## config.mk

```make
export PLATFORM = sky130hd
export DESIGN_NAME = bit_unstuffer
export DESIGN_NICKNAME = d
export VERILOG_FILES = /design/src/rtl/bit_unstuffer_pkg.sv /design/src/rtl/bit_unstuffer_fsm.sv /design/src/rtl/bit_unstuffer.sv
export SDC_FILE = /design/constraint.sdc
export NUM_CORES = 1
export LEC_CHECK = 0
export ABC_AREA = 1
export CELL_PAD_IN_SITES_DETAIL_PLACEMENT = 1
export CELL_PAD_IN_SITES_GLOBAL_PLACEMENT = 1
export CORE_MARGIN = 4
export CORE_UTILIZATION = 39
export CTS_CLUSTER_DIAMETER = 200
export DETAILED_ROUTE_END_ITERATION = 16
export PLACE_DENSITY = 0.8
export SLEW_MARGIN = 30
export SYNTH_ARGS = -nofsm -noshare
export SYNTH_HDL_FRONTEND = slang
export SYNTH_SLANG_ARGS = --single-unit
```

## constraint.sdc

```tcl
create_clock -name clock -period 1.7 [get_ports clock]
set_clock_uncertainty 0.15 [all_clocks]
set_input_delay 0.425 -clock clock [delete_from_list [all_inputs] [get_ports clock]]
set_output_delay 0.425 -clock clock [all_outputs]
set_load 0.01 [all_outputs]
```

## src/rtl/bit_unstuffer_pkg.sv

```systemverilog
// ---------------------------------------------------------------------------
// bit_unstuffer_pkg
// Shared USB bit-level definitions for the transmit-side stuffer and the
// receive-side unstuffer: state enums and default packet-framing constants.
// No ports (package).
// ---------------------------------------------------------------------------
package bit_unstuffer_pkg;

    // Default framing: an 8-bit PID leads every packet, and six consecutive
    // ones are always followed by one inserted zero on the wire.
    localparam int DEF_PID_BITS = 8;
    localparam int DEF_MAX_ONES = 6;

    // Encoder side: idle, sending payload, inserting a stuff zero.
    typedef enum logic [1:0] {
        ENC_IDLE,
        ENC_SEND,
        ENC_INSERT
    } stuff_state_t;

    // Decoder side: the PID is passed through untouched except that its last
    // bit seeds the ones run; after that, runs are tracked and stuff bits
    // are removed or flagged.
    typedef enum logic [2:0] {
        IDLE,
        PASS_PID,
        COUNT_ONES,
        DROP_STUFF,
        ERROR
    } unstuff_state_t;

endpackage

```

## src/rtl/bit_unstuffer_fsm.sv

```systemverilog
// ---------------------------------------------------------------------------
// bit_unstuffer_fsm
// Control half of the receive-side bit unstuffer. Holds the state register
// and decodes, for each incoming bit, whether it is forwarded, dropped or
// flagged, and how the PID-bit and ones-run counters must move.
// Ports:
//   clock, reset_n        : clock, synchronous active-low reset
//   in_valid, in_bit      : received bit stream
//   ones_cnt, bit_cnt     : current counter values from the datapath
//   fwd                   : forward in_bit as a payload bit
//   err, done             : stuff violation / clean end of packet
//   ones_inc/clr/load     : ones-run counter controls (load takes in_bit)
//   bit_inc, bit_clr      : PID bit counter controls
//   receiving             : state is not IDLE
// ---------------------------------------------------------------------------
module bit_unstuffer_fsm
    import bit_unstuffer_pkg::*;
#(
    parameter int PID_BITS = DEF_PID_BITS,
    parameter int MAX_ONES = DEF_MAX_ONES,
    localparam int OW = $clog2(MAX_ONES + 1),
    localparam int BW = $clog2(PID_BITS + 1)
) (
    input  logic          clock,
    input  logic          reset_n,
    input  logic          in_valid,
    input  logic          in_bit,
    input  logic [OW-1:0] ones_cnt,
    input  logic [BW-1:0] bit_cnt,
    output logic          fwd,
    output logic          err,
    output logic          done,
    output logic          ones_inc,
    output logic          ones_clr,
    output logic          ones_load,
    output logic          bit_inc,
    output logic          bit_clr,
    output logic          receiving
);

    localparam logic [BW-1:0] PID_LAST  = BW'(PID_BITS - 1);
    localparam logic [OW-1:0] ONES_LAST = OW'(MAX_ONES - 1);

    unstuff_state_t state, next_state;

    // State register; reset always lands in IDLE so a packet cut short by
    // reset is simply abandoned.
    always_ff @(posedge clock) begin
        if (!reset_n) begin
            state <= IDLE;
        end else begin
            state <= next_state;
        end
    end

    // Next-state and control decode. Every return to IDLE clears both
    // counters so the next packet starts from PID bit 0 with no ones run.
    always_comb begin
        next_state = state;
        fwd        = 1'b0;
        err        = 1'b0;
        done       = 1'b0;
        ones_inc   = 1'b0;
        ones_clr   = 1'b0;
        ones_load  = 1'b0;
        bit_inc    = 1'b0;
        bit_clr    = 1'b0;
        case (state)
            IDLE: begin
                if (in_valid) begin
                    fwd        = 1'b1;
                    bit_inc    = 1'b1;
                    next_state = PASS_PID;
                end
            end
            PASS_PID: begin
                if (!in_valid) begin
                    done       = 1'b1;
                    ones_clr   = 1'b1;
                    bit_clr    = 1'b1;
                    next_state = IDLE;
                end else begin
                    fwd     = 1'b1;
                    bit_inc = 1'b1;
                    // Only the final PID bit is allowed to start a ones run.
                    if (bit_cnt == PID_LAST) begin
                        ones_load  = 1'b1;
                        next_state = COUNT_ONES;
                    end
                end
            end
            COUNT_ONES: begin
                if (!in_valid) begin
                    done       = 1'b1;
                    ones_clr   = 1'b1;
                    bit_clr    = 1'b1;
                    next_state = IDLE;
                end else begin
                    fwd = 1'b1;
                    if (in_bit) begin
                        ones_inc = 1'b1;
                        if (ones_cnt == ONES_LAST) begin
                            next_state = DROP_STUFF;
                        end
                    end else begin
                        ones_clr = 1'b1;
                    end
                end
            end
            DROP_STUFF: begin
                if (!in_valid) begin
                    // A packet ending where a stuff bit was due is still clean.
                    done       = 1'b1;
                    ones_clr   = 1'b1;
                    bit_clr    = 1'b1;
                    next_state = IDLE;
                end else if (in_bit) begin
                    err        = 1'b1;
                    next_state = ERROR;
                end else begin
                    ones_clr   = 1'b1;
                    next_state = COUNT_ONES;
                end
            end
            ERROR: begin
                if (!in_valid) begin
                    ones_clr   = 1'b1;
                    bit_clr    = 1'b1;
                    next_state = IDLE;
                end
            end
            default: begin
                next_state = IDLE;
            end
        endcase
    end

    assign receiving = (state != IDLE);

endmodule

```

## src/rtl/bit_unstuffer.sv

```systemverilog
// ---------------------------------------------------------------------------
// bit_unstuffer
// Receive-side USB bit unstuffer. Passes the PID through, tracks runs of
// ones in the rest of the packet, removes the zero inserted after each run
// of MAX_ONES ones and flags a one in that slot as a stuff error. All data
// outputs are registered: one cycle from input sample to output.
// Ports:
//   clock, reset_n  : clock, synchronous active-low reset
//   in_valid,in_bit : decoded bit stream, in_valid low ends the packet
//   out_bit         : unstuffed bit (0 when out_valid is 0)
//   out_valid       : out_bit carries a payload bit
//   stuff_err       : one-cycle pulse on a stuff violation
//   bu_receiving    : packet in progress
//   bu_done         : one-cycle pulse after a packet ends cleanly
// ---------------------------------------------------------------------------
module bit_unstuffer
    import bit_unstuffer_pkg::*;
#(
    parameter int PID_BITS = DEF_PID_BITS,
    parameter int MAX_ONES = DEF_MAX_ONES
) (
    input  logic clock,
    input  logic reset_n,
    input  logic in_valid,
    input  logic in_bit,
    output logic out_bit,
    output logic out_valid,
    output logic stuff_err,
    output logic bu_receiving,
    output logic bu_done
);

    localparam int OW = $clog2(MAX_ONES + 1);
    localparam int BW = $clog2(PID_BITS + 1);

    logic [OW-1:0] ones_cnt;
    logic [BW-1:0] bit_cnt;
    logic fwd, err, done;
    logic ones_inc, ones_clr, ones_load;
    logic bit_inc, bit_clr;

    bit_unstuffer_fsm #(
        .PID_BITS(PID_BITS),
        .MAX_ONES(MAX_ONES)
    ) u_fsm (
        .clock    (clock),
        .reset_n  (reset_n),
        .in_valid (in_valid),
        .in_bit   (in_bit),
        .ones_cnt (ones_cnt),
        .bit_cnt  (bit_cnt),
        .fwd      (fwd),
        .err      (err),
        .done     (done),
        .ones_inc (ones_inc),
        .ones_clr (ones_clr),
        .ones_load(ones_load),
        .bit_inc  (bit_inc),
        .bit_clr  (bit_clr),
        .receiving(bu_receiving)
    );

    // Ones-run counter. Load seeds the run from the last PID bit; clear wins
    // so a stuffed zero or end of packet always restarts the run at 0.
    always_ff @(posedge clock) begin
        if (!reset_n) begin
            ones_cnt <= '0;
        end else if (ones_clr) begin
            ones_cnt <= '0;
        end else if (ones_load) begin
            ones_cnt <= OW'(in_bit);
        end else if (ones_inc) begin
            ones_cnt <= ones_cnt + 1'b1;
        end
    end

    // PID bit counter. It stops advancing once the PID is past, so it
    // cannot wrap however long the payload is.
    always_ff @(posedge clock) begin
        if (!reset_n) begin
            bit_cnt <= '0;
        end else if (bit_clr) begin
            bit_cnt <= '0;
        end else if (bit_inc) begin
            bit_cnt <= bit_cnt + 1'b1;
        end
    end

    // Output registers. out_bit is gated by the forward decision so it reads
    // 0 on every cycle that carries no payload.
    always_ff @(posedge clock) begin
        if (!reset_n) begin
            out_bit   <= 1'b0;
            out_valid <= 1'b0;
            stuff_err <= 1'b0;
            bu_done   <= 1'b0;
        end else begin
            out_bit   <= fwd & in_bit;
            out_valid <= fwd;
            stuff_err <= err;
            bu_done   <= done;
        end
    end

endmodule
```

==> summary.md, run 1 <==
| Metric | Value |
|---|---|
| Sequential cell area fraction in the yosys report | 0.345 |
| CTS buffer count | 3 |
| TritonCTS clock tree | yes |
| Most common cell after layout, fill and taps aside | nand2_1 |
| Final std cells w/o fill | 159 |
| Initial antenna violation count | 0 |
| Worst path cell trace | inv_2, nand2_1, clkdlybuf4s15_1 |
| Setup crit start | u_fsm.state[2] |
| FF-to-FF setup slack | 0.25 ns |
| Setup crit start kind | flip-flop |
| Synth Instances | 111 |
| CP Data Arrival Time | 1.03 ns |
| Leakage power | 0.000475 uW |
| Vias in the first global route | 836 |
| Levels on crit path | 3 |
| Routed WL | 2.06 mm |
| Adder-Cell Fraction of Synth Area | 0.0462 |
| Post-DP Area | 976 sq um |
| Family with the most delay on the worst path | flip-flops |
| Yosys top cell area share | 0.345 |
| Nets | 140 |
| Final HPWL DP | 1.63 mm |
| Synth Net Count | 118 |
| FF/Latch Area | 282 sq um |
| Placer Congestion | 0.862 |
| Finished layout cell area | 1020 sq um |
| Synth area leader | dfxtp_1 |
| FILL cells | 280 |
| WHS Endpoint | bit_cnt[1] |
| Main combinational cell family by area after synthesis | simple AND/OR/NAND/NOR gates |
| CTS clk-pin slew, worst paths | 0.09 ns |
| Die height | 53.7 microns |
| Synth warnings | 0 |
| GRT Residual Overflow | 0 |
| Core area | 1960 sq um |
| MaxCap Viol Count | 0 |
| Synth area leaders | dfxtp_1, nand2_1, nand3_1, inv_1, nor2_1 |
| Synthesized flop and latch total | 14 |
| Core Rows | 16 |
| H-tree depth | 1 |
| Routed WL per cell | 12.9 microns |
| Reg-to-Reg End | ones_cnt[2] |
| Final period util | 0.945 |
| Port Buffers | 8 |
| Largest net degree at the start of global routing | 9 |
| RSZ-0062 raised after global routing | no |
| Fin crit period | 1.61 ns |
| CP max stage cell | dfxtp_1 |
| Crit path kind | reg2out |
| Hold Path Class | reg2reg |
| Crit. End Element | output pin |
| Synth cell types | 24 |
| Die width | 53.7 microns |
| Fin. max-slew vios | 0 |
| Multi-input combinational cell area | 445 sq um |
| Hold-fix buffers at CTS | 0 |
| ANT nets after route | 0 |
| First-pass iteration count of the detailed router | 4 |
| Complex-gate fraction of the synthesized area | 0.0785 |
| First-pass GRT wire length | 3.53 mm |
| Vias | 786 |
| Slew @ Worst Pin | 0.250 ns |
| CTS root buf | clkbuf_4 |
| Slew margin rel. | 0.833 |
| Crit-path max FO | 5 |
| Pwr dens | 1250 nW/um^2 |
| DRT iter0 DRCs | 7 |
| Share of layout cells above drive strength 1 | 0.280 |
| CTS sink cnt | 14 |
| Clk buf depth | 2 |
| I/O pin total | 9 |
| Max IR drop VDD | 0.000613 V |
| DRC Markers | 0 |
| Synthesized area | 813 sq um |
| # placed instances | 154 |
| Setup TNS | 0 ns |
| Final setup viols | 0 |
| Syn_area_per_cell | 7.33 sq um |
| R2r startpoint | u_fsm.state[0] |
| Clk Latency, worst-skew pair | 0.28 ns |
| Simple logic cell fraction of the synthesized area | 0.395 |
| R2R cell count | 6 |
| Mux share of post-synthesis cell area | 0 |
| Final Hold Fails | 0 |
| FMAX | 622 MHz |
| Status | completed |
| Min-Delay Path Depth | 2 |
| Starting Density | 0.415 |
| Avg Vias per Cell | 4.94 |
| Xor/xnor share of the synthesized area | 0.0215 |
| GRT Total Usage | 0.173 |
| HP Start | bit_cnt[1] |
| Req. time, crit path | 1.12 ns |
| Most frequent cells in the layout | nand2_1, inv_1, nor2_1, dfxtp_1, nand3_1 |
| Area grow syn2layout | 25.5% |
| Max stage delay on crit path | 0.37 ns |
| Die area | 2880 sq um |
| Inserted Diodes | 0 |
| Buf+Inv Stages, Crit Path | 2 |
-- worst max-delay path by stage --
stage,to
floorplan,bu_receiving
global placement,u_fsm.state[1]
detailed placement,u_fsm.state[0]
CTS,bu_receiving
global route,u_fsm.state[1]
finish,bu_receiving
-- worst min-delay path, delay by kind of cell (launching register included) --
family	cells	cell delay (ns)
AOI/OAI and AO/OA	1	0.05
DFF	1	0.35
and+or+nand+nor	1	0.09
-- cell usage after synthesis (all sizes together) --
| cell | n |
|---|---|
| xnor2 | 2 |
| a21oi | 4 |
| nand2 | 24 |
| nand3 | 14 |
| inv | 17 |
| ha | 3 |
| dfxtp | 14 |
| o21ai | 5 |
| nor2 | 20 |
| nand3b | 1 |
| nand4 | 1 |
| buf | 2 |
| nor3 | 4 |
-- logic make-up after synthesis --
kind of cell,after synthesis
simple gates,64
buf+inv,19
flops,14
compound gates,9
fa+ha+maj,3
xor+xnor,2
-- metrics by stage --
step / hold WS [ns] / util / power, uW / setup slack [ns]
after detailed placement: 0.359 / 0.497 / 1020 / -0.193
after global placement: 0.349 / 0.497 / 988 / -0.120
after floorplan: 0.327 / - / 846 / 0.435
after CTS: 0.376 / 0.519 / 1290 / 0.0278
final: 0.376 / 0.520 / 1280 / 0.0933
after global routing: 0.412 / 0.520 / 1390 / 0.0128
-- registers in the layout (all words and copies together), names as in the netlist --
signal and cells:
ones_cnt 3, u_fsm.state 3, out_valid 1, stuff_err 1, bit_cnt 4, out_bit 1, bu_done 1
-- metal layers --
layer | track usage | up-vias | part of all wire
met1 | 0.177 | 377 | 0.40
met3 | 0.0277 | 6 | 0.031
li1 | - | 390 | -
met5 | 0 | - | 0
met4 | 0.0809 | 0 | 0.024
met2 | 0.333 | 13 | 0.54
-- power by group --
group	internal [uW]	switching [uW]	total, uW	leakage, uW
logic	250	370	620	0.000339
registers	379	40.9	420	0.000114
clock network	130	111	242	0.0000210
total	759	522	1280	0.000475
-- area by class of cell --
type	count	area share
Inverter	17	0.0650
Tap cell	27	0.0331
Multi-Input combinational cell	78	0.436
Clock buffer	4	0.0355
Sequential cell	14	0.276
Timing Repair Buffer	19	0.154
-- timing repair --
| item | in CTS | in global routing |
|---|---|---|
| buffers inserted | 1 | 0 |
| resized for setup | 6 | 2 |
| pin swaps | 1 | 0 |
| endpoints found under the setup margin | 5 | 1 |
Note: power is estimated with default switching activity, not from simulation.
==> inputs of run 2 (changes only) <==
SETUP_SLACK_MARGIN = 0.3   (was not set)
==> run 2 against run 1 <==
Clock power hardly changed. Setup slack better by 0.093 ns. Sequential share of layout area is 1.2 points lower. Via count is 1.8% higher. Sequential power is 3% higher. Combinational power is 16% higher. Non-clock buffer count is 3 higher. Routed wire length is 12% higher. Maximum frequency is 6.1% higher. Final cell count is 1.9% higher. Critical endpoint unchanged.
==> summary.md, run 2 (synthesis results as in run 1) <==
| Metric | Value |
|---|---|
| Status | completed |
| Area grow syn2layout | 33.4% |
| Inserted Diodes | 0 (unchanged) |
| Largest registers | bit_cnt x4, ones_cnt x3, u_fsm.state x3 |
| Final period util | 0.891 (-0.0545) |
| Final Hold Fails | 0 (unchanged) |
| CTS clk-pin slew, worst paths | 0.09 ns (about the same) |
| Setup crit start kind | flip-flop |
| Setup TNS | 0 ns (unchanged) |
| Final core occ | 0.553 (+0.0325) |
| Fin crit period | 1.51 ns (-0.0927 ns) |
| Worst path cell trace | nor2_4, nand2_1, buf_2 |
| Req. time, crit path | 1.12 ns (about the same) |
| Die width | 53.7 microns (unchanged) |
| Finished layout cell area | 1080 sq um (+6.2%) |
| Post-DP Area | 976 sq um (unchanged) |
| I/O pin total | 9 (unchanged) |
| Setup WS post-layout | 0.186 ns (+0.0927 ns) |
| Core Rows | 16 (unchanged) |
| First-pass iteration count of the detailed router | 4 (unchanged) |
| Initial antenna violation count | 0 (unchanged) |
| Routed WL | 2.30 mm (+12%) |
| Core area | 1960 sq um (unchanged) |
| Avg Vias per Cell | 4.94 (-0.10%) |
| Slew @ Worst Pin | 0.296 ns (+0.0455 ns) |
| RSZ-0062 raised after global routing | yes |
| CTS sink cnt | 14 (unchanged) |
| Nets | 143 (+2.1%) |
| Largest net degree at the start of global routing | 9 (unchanged) |
| Clk buf depth | 2 (unchanged) |
| DRC Markers | 0 (unchanged) |
| Port Buffers | 8 (unchanged) |
| Most common cell after layout, fill and taps aside | nand2_1 |
| MaxCap Viol Count | 0 (unchanged) |
| FF-to-FF setup slack | 0.29 ns (+0.04 ns) |
| Vias | 800 (+1.8%) |
| Share of layout cells above drive strength 1 | 0.415 (+0.135) |
| GRT Total Usage | 0.181 (+0.00806) |
| Placer Congestion | 0.862 (unchanged) |
| Die area | 2880 sq um (unchanged) |
| Starting Density | 0.415 (unchanged) |
| Top reg by flops | bit_cnt |
| FF/Latch Area | 287 sq um (+1.8%) |
| Most frequent cells in the layout | nand2_1, inv_1, nand3_1, buf_4, nor2_1 |
| DRT iter0 DRCs | 15 (+8) |
| Clk Latency, worst-skew pair | 0.29 ns (about the same) |
| Max IR drop VDD | 0.000650 V (+6.1%) |
| Pwr dens | 1290 nW/um^2 (+2.5%) |
| CTS root buf | clkbuf_4 |
| Crit-path max FO | 2 (-3) |
| CP max stage cell | dfxtp_2 |
| Crit path kind | reg2out |
| GRT Residual Overflow | 0 (unchanged) |
| Hold Path Class | reg2reg |
| CP Data Arrival Time | 0.94 ns (-0.09 ns) |
| Max stage delay on crit path | 0.35 ns (-0.02 ns) |
| FMAX | 660 MHz (+6.1%) |
| FILL cells | 277 (-1.1%) |
| TritonCTS clock tree | yes |
| Max FFs per register | 4 (unchanged) |
| First-pass GRT wire length | 3.68 mm (+4.3%) |
| Vias in the first global route | 846 (+1.2%) |
| Routed WL per cell | 14.2 microns (+9.7%) |
| Final setup viols | 0 (unchanged) |
| Multi-input combinational cell area | 497 sq um (+12%) |
| CTS buffer count | 3 (unchanged) |
| H-tree depth | 1 (unchanged) |
| Final HPWL DP | 1.63 mm (unchanged) |
| Leakage power | 0.000498 uW (+4.8%) |
| Family with the most delay on the worst path | flip-flops |
| Fin. max-slew vios | 0 (unchanged) |
| Crit. End Element | output pin |
| Placement Setup Slack | -0.193 ns (unchanged) |
| Final Total Pwr | 1390 uW (+8.9%) |
| Slew margin rel. | 0.803 (-0.0298) |
| Die height | 53.7 microns (unchanged) |
| ANT nets after route | 0 (unchanged) |
| Buf+Inv Stages, Crit Path | 1 (-1) |
[run 2: through the flow]
step                      instances  hold slack [ns]
after floorplan                 111            0.327
after global placement          154            0.349
after detailed placement        154            0.359
after CTS                       159            0.353
after global routing            162            0.435
final                           162            0.386
[run 2: worst paths after layout]
check,from,to,cells past startpoint
setup / recovery,u_fsm.state[1],bu_receiving,3
setup reg to reg,u_fsm.state[1],u_fsm.state[0],9
hold / removal,ones_cnt[0],ones_cnt[0],2
hold reg to reg,ones_cnt[0],ones_cnt[0],2
[run 2: final cells by class]
cell class	count	area share
inverter	17	0.0611
tap	27	0.0311
clock buffer	4	0.0334
timing repair buffer	22	0.152
sequential	14	0.264
multi-input combinational	78	0.458
[run 2: report_power, final]
| part | switching (uW) | internal, uW |
|---|---|---|
| Clock | 114 | 130 |
| Sequential | 46.6 | 384 |
| Combinational | 429 | 289 |
| Total | 590 | 804 |
[run 2: layer usage]
| layer | up-vias | global-route usage | part of all wire |
|---|---|---|---|
| met5 | - | 0 | 0 |
| met3 | 6 | 0.0277 | 0.023 |
| met1 | 384 | 0.191 | 0.42 |
| met4 | 0 | 0.0809 | 0.022 |
| met2 | 13 | 0.345 | 0.53 |
| li1 | 397 | - | - |
[run 2: worst min-delay path, cell delays in order (launching register included)]
cell and delay (ns):
dfxtp_1 0.35, nand3_1 0.10, a21oi_2 0.05
[run 2: repair_timing]
item                       4_1_cts  5_1_grt
pin swaps                        4        6
hold buffers                     0        0
resized for setup               34        9
setup endpoints to repair       15        9
setup buffers                    1        3
